==> config.mk <==
export PLATFORM = sky130hd
export DESIGN_NAME = load_data_unit_flat
export DESIGN_NICKNAME = d
export VERILOG_FILES = /design/src/rtl/load_data_unit_if.sv /design/src/rtl/load_data_unit.sv /design/src/flat_wrapper.sv
export SDC_FILE = /design/constraint.sdc
export NUM_CORES = 1
export LEC_CHECK = 0
export ABC_AREA = 1
export ABC_CLOCK_PERIOD_IN_PS = 2600
export BUFFER_PORTS_ARGS = -buffer_cell sky130_fd_sc_hd__buf_2
export CAP_MARGIN = 20
export CORE_MARGIN = 2
export CORE_UTILIZATION = 55
export DETAILED_ROUTE_END_ITERATION = 7
export GPL_ROUTABILITY_DRIVEN = 0
export GPL_TIMING_DRIVEN = 0
export PLACE_DENSITY = 0.85
export RECOVER_POWER = 25
export SLEW_MARGIN = 5
export SYNTH_ARGS = -nofsm -noshare
export SYNTH_HDL_FRONTEND = slang
export SYNTH_SLANG_ARGS = --single-unit
==> constraint.sdc <==
create_clock -name clk -period 2.6 [get_ports clk]
set_clock_uncertainty 0.1 [all_clocks]
set_input_delay 0.78 -clock clk [delete_from_list [all_inputs] [get_ports clk]]
set_output_delay 0.78 -clock clk [all_outputs]
set_load 0.03 [all_outputs]
==> src/rtl/load_data_unit_if.sv <==
// Load-unit bus bundle: MEM-stage request, data-memory read port and writeback response.
// The adel flag exists only when LOAD_ALIGN_CHK_EN is defined.
interface load_data_unit_if;
   localparam int unsigned XLEN = 32;
   localparam int unsigned OP_W = 3;

   logic            ld_valid;
   logic            ld_ready;
   logic [OP_W-1:0] ld_op;
   logic [XLEN-1:0] ld_addr;
   logic            mem_req;
   logic [XLEN-1:0] mem_addr;
   logic            mem_ack;
   logic [XLEN-1:0] mem_rdata;
   logic            wb_valid;
   logic            wb_ready;
   logic [XLEN-1:0] wb_data;
   logic            bus_err;
`ifdef LOAD_ALIGN_CHK_EN
   logic            adel;
`endif

   // Pipeline/memory side: issues loads, answers reads, consumes results.
   modport master (
      output ld_valid, ld_op, ld_addr, mem_ack, mem_rdata, wb_ready,
`ifdef LOAD_ALIGN_CHK_EN
      input  ld_ready, mem_req, mem_addr, wb_valid, wb_data, bus_err, adel
`else
      input  ld_ready, mem_req, mem_addr, wb_valid, wb_data, bus_err
`endif
   );

   // Load unit side.
   modport slave (
      input  ld_valid, ld_op, ld_addr, mem_ack, mem_rdata, wb_ready,
`ifdef LOAD_ALIGN_CHK_EN
      output ld_ready, mem_req, mem_addr, wb_valid, wb_data, bus_err, adel
`else
      output ld_ready, mem_req, mem_addr, wb_valid, wb_data, bus_err
`endif
   );
endinterface

==> src/rtl/load_data_unit.sv <==
// Load data unit: one word-aligned memory read per load, byte/half extraction and extension,
// timeout abort. Define LOAD_ALIGN_CHK_EN to reject misaligned LW/LH/LHU with adel.
module load_data_unit #(
   parameter int unsigned TIMEOUT = 255
) (
   input  logic             clk,
   input  logic             reset,
   load_data_unit_if.slave  bus
);
   localparam int unsigned XLEN    = 32;
   localparam int unsigned TIMER_W = 8;

   localparam logic [2:0] OP_LW  = 3'd0;
   localparam logic [2:0] OP_LH  = 3'd1;
   localparam logic [2:0] OP_LHU = 3'd2;
   localparam logic [2:0] OP_LB  = 3'd3;
   localparam logic [2:0] OP_LBU = 3'd4;

   typedef enum logic [1:0] {S_IDLE, S_WAIT, S_RESP} state_t;

   state_t             state;
   logic [2:0]         op_q;
   logic [1:0]         off_q;
   logic [TIMER_W-1:0] timer;
   logic               mem_req_q;
   logic [XLEN-1:0]    mem_addr_q;
   logic               wb_valid_q;
   logic [XLEN-1:0]    wb_data_q;
   logic               bus_err_q;

   logic [2:0]         op_norm_c;
   logic [7:0]         byte_c;
   logic [15:0]        half_c;
   logic [XLEN-1:0]    ext_data_c;

   // Reserved opcodes behave as LW from the moment they are accepted.
   assign op_norm_c = (bus.ld_op > OP_LBU) ? OP_LW : bus.ld_op;

   // Lane selection and extension of the returning word, little-endian.
   always_comb begin
      byte_c     = bus.mem_rdata[7:0];
      half_c     = off_q[1] ? bus.mem_rdata[31:16] : bus.mem_rdata[15:0];
      ext_data_c = bus.mem_rdata;
      case (off_q)
         2'd1:    byte_c = bus.mem_rdata[15:8];
         2'd2:    byte_c = bus.mem_rdata[23:16];
         2'd3:    byte_c = bus.mem_rdata[31:24];
         default: byte_c = bus.mem_rdata[7:0];
      endcase
      case (op_q)
         OP_LH:   ext_data_c = {{16{half_c[15]}}, half_c};
         OP_LHU:  ext_data_c = {16'h0000, half_c};
         OP_LB:   ext_data_c = {{24{byte_c[7]}}, byte_c};
         OP_LBU:  ext_data_c = {24'h000000, byte_c};
         default: ext_data_c = bus.mem_rdata;
      endcase
   end

`ifdef LOAD_ALIGN_CHK_EN
   logic adel_q;
   logic misaligned_c;

   assign misaligned_c = ((op_norm_c == OP_LH || op_norm_c == OP_LHU) && bus.ld_addr[0]) ||
                         ((op_norm_c == OP_LW) && (bus.ld_addr[1:0] != 2'b00));
   assign bus.adel     = adel_q;
`endif

   // Request/response sequencer; every output except ld_ready comes from a flop.
   always_ff @(posedge clk) begin
      if (reset) begin
         state      <= S_IDLE;
         op_q       <= OP_LW;
         off_q      <= 2'b00;
         timer      <= '0;
         mem_req_q  <= 1'b0;
         mem_addr_q <= '0;
         wb_valid_q <= 1'b0;
         wb_data_q  <= '0;
         bus_err_q  <= 1'b0;
`ifdef LOAD_ALIGN_CHK_EN
         adel_q     <= 1'b0;
`endif
      end else begin
         case (state)
            S_IDLE: begin
               if (bus.ld_valid) begin
                  op_q  <= op_norm_c;
                  off_q <= bus.ld_addr[1:0];
                  timer <= '0;
`ifdef LOAD_ALIGN_CHK_EN
                  if (misaligned_c) begin
                     wb_valid_q <= 1'b1;
                     wb_data_q  <= '0;
                     adel_q     <= 1'b1;
                     state      <= S_RESP;
                  end else begin
                     mem_addr_q <= {bus.ld_addr[XLEN-1:2], 2'b00};
                     mem_req_q  <= 1'b1;
                     state      <= S_WAIT;
                  end
`else
                  mem_addr_q <= {bus.ld_addr[XLEN-1:2], 2'b00};
                  mem_req_q  <= 1'b1;
                  state      <= S_WAIT;
`endif
               end
            end
            S_WAIT: begin
               // An ack arriving on the final timer cycle still delivers data.
               if (bus.mem_ack) begin
                  mem_req_q  <= 1'b0;
                  wb_data_q  <= ext_data_c;
                  wb_valid_q <= 1'b1;
                  state      <= S_RESP;
               end else if (timer == TIMER_W'(TIMEOUT - 1)) begin
                  mem_req_q  <= 1'b0;
                  wb_data_q  <= '0;
                  bus_err_q  <= 1'b1;
                  wb_valid_q <= 1'b1;
                  state      <= S_RESP;
               end else begin
                  timer <= timer + TIMER_W'(1);
               end
            end
            S_RESP: begin
               if (bus.wb_ready) begin
                  wb_valid_q <= 1'b0;
                  bus_err_q  <= 1'b0;
`ifdef LOAD_ALIGN_CHK_EN
                  adel_q     <= 1'b0;
`endif
                  state      <= S_IDLE;
               end
            end
            default: state <= S_IDLE;
         endcase
      end
   end

   assign bus.ld_ready = (state == S_IDLE);
   assign bus.mem_req  = mem_req_q;
   assign bus.mem_addr = mem_addr_q;
   assign bus.wb_valid = wb_valid_q;
   assign bus.wb_data  = wb_data_q;
   assign bus.bus_err  = bus_err_q;
endmodule
==> src/flat_wrapper.sv <==
// flat-port wrapper written by rule: the top's interface ports become plain ports
module load_data_unit_flat 
#(
   parameter int unsigned TIMEOUT = 255
)
  (clk, reset, bus_ld_valid, bus_ld_op, bus_ld_addr, bus_mem_ack, bus_mem_rdata, bus_wb_ready, bus_ld_ready, bus_mem_req, bus_mem_addr, bus_wb_valid, bus_wb_data, bus_bus_err);
  load_data_unit_if bus_i ();
  input  logic clk;
  input  logic reset;
  input wire logic [$bits(bus_i.ld_valid)-1:0] bus_ld_valid;
  input wire logic [$bits(bus_i.ld_op)-1:0] bus_ld_op;
  input wire logic [$bits(bus_i.ld_addr)-1:0] bus_ld_addr;
  input wire logic [$bits(bus_i.mem_ack)-1:0] bus_mem_ack;
  input wire logic [$bits(bus_i.mem_rdata)-1:0] bus_mem_rdata;
  input wire logic [$bits(bus_i.wb_ready)-1:0] bus_wb_ready;
  output wire logic [$bits(bus_i.ld_ready)-1:0] bus_ld_ready;
  output wire logic [$bits(bus_i.mem_req)-1:0] bus_mem_req;
  output wire logic [$bits(bus_i.mem_addr)-1:0] bus_mem_addr;
  output wire logic [$bits(bus_i.wb_valid)-1:0] bus_wb_valid;
  output wire logic [$bits(bus_i.wb_data)-1:0] bus_wb_data;
  output wire logic [$bits(bus_i.bus_err)-1:0] bus_bus_err;
  assign bus_i.ld_valid = bus_ld_valid;
  assign bus_i.ld_op = bus_ld_op;
  assign bus_i.ld_addr = bus_ld_addr;
  assign bus_i.mem_ack = bus_mem_ack;
  assign bus_i.mem_rdata = bus_mem_rdata;
  assign bus_i.wb_ready = bus_wb_ready;
  assign bus_ld_ready = bus_i.ld_ready;
  assign bus_mem_req = bus_i.mem_req;
  assign bus_mem_addr = bus_i.mem_addr;
  assign bus_wb_valid = bus_i.wb_valid;
  assign bus_wb_data = bus_i.wb_data;
  assign bus_bus_err = bus_i.bus_err;
  load_data_unit #(.TIMEOUT(TIMEOUT)) u_core (.clk(clk), .reset(reset), .bus(bus_i));
endmodule
# Word level (Yosys, flattened, before mapping)
# Cells that the tools add are included.
# word_totals
in_bits	72
ff_bits	80
n_memories	0
word_cells	63
ramBits	0
latch_bits	0
romBits	0
# classes
n_addsub	1
bitwise	0
order_cmp	1
n_mul	0
div_mod_pow	0
n_shift	0
n_reduce_logical	11
muxes	25
n_eq_ne	16
# op_table
op	n
$pmux W32 S4	1
$mux W32	2
$mux W8	3
$pmux W8 S3	1
$mux W16	1
$pmux W8 S2	1
$reduce_and A3 Y1	3
$add A8 B1 Y8 const B	1
$eq A8 B8 Y1 const B	1
$mux W2	4
$ne A2 B2 Y1 const B	4
$reduce_and A4 Y1	2
$mux W1	7
$eq A2 B2 Y1 const B	3
$eq A3 B2 Y1 const B	2
$pmux W1 S2	3
$pmux W2 S3	1
$reduce_bool A2 Y1	3
$eq A2 B1 Y1 const B	2
$reduce_and A2 Y1	2
$eq A3 B1 Y1 const B	1
$eq A3 B3 Y1 const B	1
$gt A3 B3 Y1 const B	1
$mux W3	1
3 further kinds	3

# Depth between registers and ports, before layout
# depth
word_depth	4
ltp_mapped	10

# Worst setup path before layout
# Ideal clock, no wire load.
# synth_timing
kind	in2reg
startpoint	input port bus_mem_rdata[31]
endpoint	register u_core.wb_data_q[21] (netlist: u_core.bus.wb_data[21])
t_arrival_ns	1.436
slack_ns	0.932
required_ns	2.368
path_buffers	1
path_stages	7
cell_sequence	nand2_1 nand3_2 nand3b_4 nand3_4 buf_6 nand2_1 a21oi_1
# synth_between
elab_chain_len	3
word_cells_on_any_way	4
cone_classes	4 x mux
# synth_rtl
item	line	rtl
from (decl)	flat_wrapper.sv:14	input wire logic [$bits(bus_i.mem_rdata)-1:0] bus_mem_rdata;
$pmux W8 S3 / $mux W16 (equally long branches)	load_data_unit.sv:44, load_data_unit.sv:42	
$pmux W32 S4 *	load_data_unit.sv:50	case (op_q)
$mux W32 *	load_data_unit.sv:110	if (bus.mem_ack) begin
to (signal assigned)	load_data_unit.sv:112	wb_data_q <= ext_data_c;
to (decl)	load_data_unit.sv:28	logic [XLEN-1:0] wb_data_q;
# Every way passes the cells marked *; elsewhere a longest branch is shown, timed or not.
# A chain may end at the register's enable or synchronous reset.

# Final worst setup path
# layout_timing
startpoint	register u_core.state[0]
endpoint	output port bus_ld_ready
# layout_between
elab_chain_len	1
# layout_rtl
item	line	rtl
from (decl)	load_data_unit.sv:21	state_t state;
from (signal assigned)	load_data_unit.sv:71	state <= S_IDLE;
from (signal assigned)	load_data_unit.sv:104	state <= S_WAIT;
from (signal assigned)	load_data_unit.sv:114	state <= S_RESP;
$logic_not A2 Y1	load_data_unit.sv:140	assign bus.ld_ready = (state == S_IDLE);
to (decl)	flat_wrapper.sv:16	output wire logic [$bits(bus_i.ld_ready)-1:0] bus_ld_ready;
# No other way between the ends.

==> impl_metrics.yaml <==
clock_network:
  cts_tree: "done"
  clockBufferDepth: 2
  cts_setup_buffers: 0
  clkLatencyLatePin_ns: 0.35
  path_clk_slew_ns: 0.09
  cts-hold-fix-buffers: 0
  htreeDepth: 3
  cts.repair.resized: 0
  cts_root_buf: "clkbuf_8"
  cts_made_buffers: 9
  cts_sinks: 80
global_route:
  gr-usage-all-layers: 0.295
  grt_pass1_wl_um: 20600
  grt_max_degree: 15
  grt-ovfl-total: 0
  grt_pass1_vias: 4599
  antenna_found_initial: 0
worst_setup_path:
  worstPathMaxFanout: 4
  crit_path_start: "u_core.state[0]"
  worst_path_max_delay_cell: "dfxtp_1"
  cp.required_ns: 1.72
  max_stage_delay_ns: 0.37
  critical_path_class: "register to output pin"
  cp_cell_sequence: "inv_1, ha_1, buf_2"
  end_kind: "output pin"
  cpLargestDelayFamily: "flip-flops"
  cp_data_arrival_time_ns: 1.23
  critPathLaunchType: "register"
  r2r_setup_slack_ns: 0.63
  cp_num_buf_inv: 2
  rr_startpoint: "u_core.state[1]"
detailed_routing:
  wire_per_inst_um: 13.8
  wl_um: 12900
  drt_iter0_markers: 424
  avgViaCountPerCell: 5.39
  route.detailed.drc: 0
  ant_nets: 0
  drt_pass1_iterations: 6
  vias: 5058
sta:
  period_needed_ns: 2.11
  finalSetupTns_ns: 0
  fmax_ghz: 0.473
  finalHoldViolCount: 0
  maxSlewViolCount: 0
  fin_ws_ns: 0.488
  setup_viol: 0
  rsz0062_at_grt: "no"
  fin_crit_sh: 0.812
synth:
  yosys-top-cells-area: "dfxtp_1, nand2_1, nand3_1"
  synth_top_area_cell: "dfxtp_1"
  syn_avg_cell_area_um2: 6.40
  synth_cell_types: 30
  ys_ff_latch: 80
  synth.top_cell.area_share: 0.367
  seq_area_frac_synth: 0.367
  yosysWarnings: 0
  syn_area_um2: 4370
  syn_inst: 683
finish:
  stdcell_area_um2: 5360
  ff_latch_area_um2: 1600
  area_growth_pct: 22.6
  multi_input_area_um2: 2240
  fin_cells: 938
  antenna_cells: 0
  drive_gt1_frac: 0.207
  fill_cells: 723
  num-nets-final: 908
floorplan:
  start_util: 0.565
  io_pins: 140
  coreArea_um2: 7730
  fp.dieH_um: 93.1
  dieArea_um2: 8670
  fp-row-count: 32
  die_x_um: 93.1
place:
  dp_hpwl_um: 9810
  dpl_worst_slack_ns: 0.475
  place_area_um2: 5180
  post-place-cells: 922
  port_buffers: 136
worst_hold_path:
  hp-start: "u_core.bus.wb_valid"
  holdCritPathClass: "register to register"
pwr:
  power_w: 0.00402
  power_density_nw_per_um2: 751
  vdd_drop_max_mv: 0.484
  p_leak_nw: 2.71
job:
  cap_violations: 0
run_status:
  status: "completed"
==> through the flow <==
step | utilization | hold slack (ns)
after floorplan | - | 0.357
after global placement | 0.670 | 0.347
after detailed placement | 0.670 | 0.363
after CTS | 0.699 | 0.378
after global routing | 0.693 | 0.408
final | 0.693 | 0.374
==> registers in the layout, summed over array words and instances (netlist names) <==
signal and cells:
u_core.state 2, u_core.bus.mem_req 1, u_core.bus.bus_err 1, u_core.op_q 3, u_core.off_q 2, u_core.bus.wb_data 32, u_core.bus.wb_valid 1, u_core.bus.mem_addr 30
u_core.timer 8
==> cells in the final DEF (no fill, tap or decap), types with 4 or more instances in the layout <==
cell and n:
nand2_1 171, buf_2 128, nand3_1 115, nor2_1 80
dfxtp_1 80, inv_1 68, a21oi_1 47, clkbuf_1 37
o21ai_0 34, clkinv_1 11, clkbuf_8 9, inv_2 5
buf_4 5, ha_1 5, nand2_2 4, nand4_1 4
==> cell usage after synthesis <==
master / count
inv_1: 67
clkinv_1: 11
buf_1: 3
buf_4: 5
inv_2: 6
a21oi_1: 47
nor2_4: 2
inv_4: 1
ha_1: 5
buf_6: 2
o21bai_1: 1
nand4_1: 4
nand3_2: 2
dfxtp_1: 80
nand2_1: 169
nand3_4: 2
xnor2_1: 1
clkbuf_1: 15
nand3b_4: 1
o21ai_0: 34
nand3_1: 115
buf_2: 14
or2_2: 1
o21ai_1: 1
nand2_4: 5
conb_1: 1
nor2_1: 80
a211oi_1: 3
a21boi_2: 1
nand2_2: 4
==> report_power, final <==
group          switching, W  total (W)  internal, W
combinational       0.00106    0.00153     0.000471
sequential        0.0000821    0.00146      0.00137
clock              0.000492    0.00104     0.000545
==> path summary, 6_finish.rpt <==
kind                         end  cells past startpoint
max                 bus_ld_ready                      3
min          u_core.bus.wb_valid                      2
max reg2reg      u_core.timer[1]                      8
min reg2reg  u_core.bus.wb_valid                      2
==> metal layers <==
metal  routed length [µm]  track usage  part of all wire
met1                 5040        0.354              0.39
met2                 6030        0.508              0.47
met3                 1440       0.0693              0.11
met4                  416        0.123             0.032
met5                    0            0                 0
==> worst min-delay path: cells and delay by family, from the launching register on <==
kind,cells,cell delay [ns]
AOI/OAI and AO/OA,1,0.05
and+or+nand+nor,1,0.06
DFF,1,0.32
==> cell type report <==
| class | instances | share of cell area |
|---|---|---|
| plain buffers | 39 | 0.0369 |
| multi-input cells | 480 | 0.417 |
| flip-flops and latches | 80 | 0.299 |
| clock inverters | 7 | 0.0178 |
| clock buffers | 9 | 0.0231 |
| inverters | 85 | 0.0600 |
| well taps | 102 | 0.0238 |
| repair buffers | 136 | 0.122 |
==> kinds of logic (layout without fill, tap and decap cells) <==
kind of cell | Yosys count | after routing | share of synthesized area
AO/OA/AOI/OAI | 87 | 87 | 0.103
XOR/XNOR | 1 | 1 | 0.00201
adder cells (fa/ha/maj) | 5 | 5 | 0.0143
buffers and inverters | 124 | 276 | 0.119
flip-flops | 80 | 80 | 0.367
other | 1 | 2 | 0.000859
AND/OR/NAND/NOR | 385 | 385 | 0.394
Note: power is estimated with default switching activity, not from simulation.
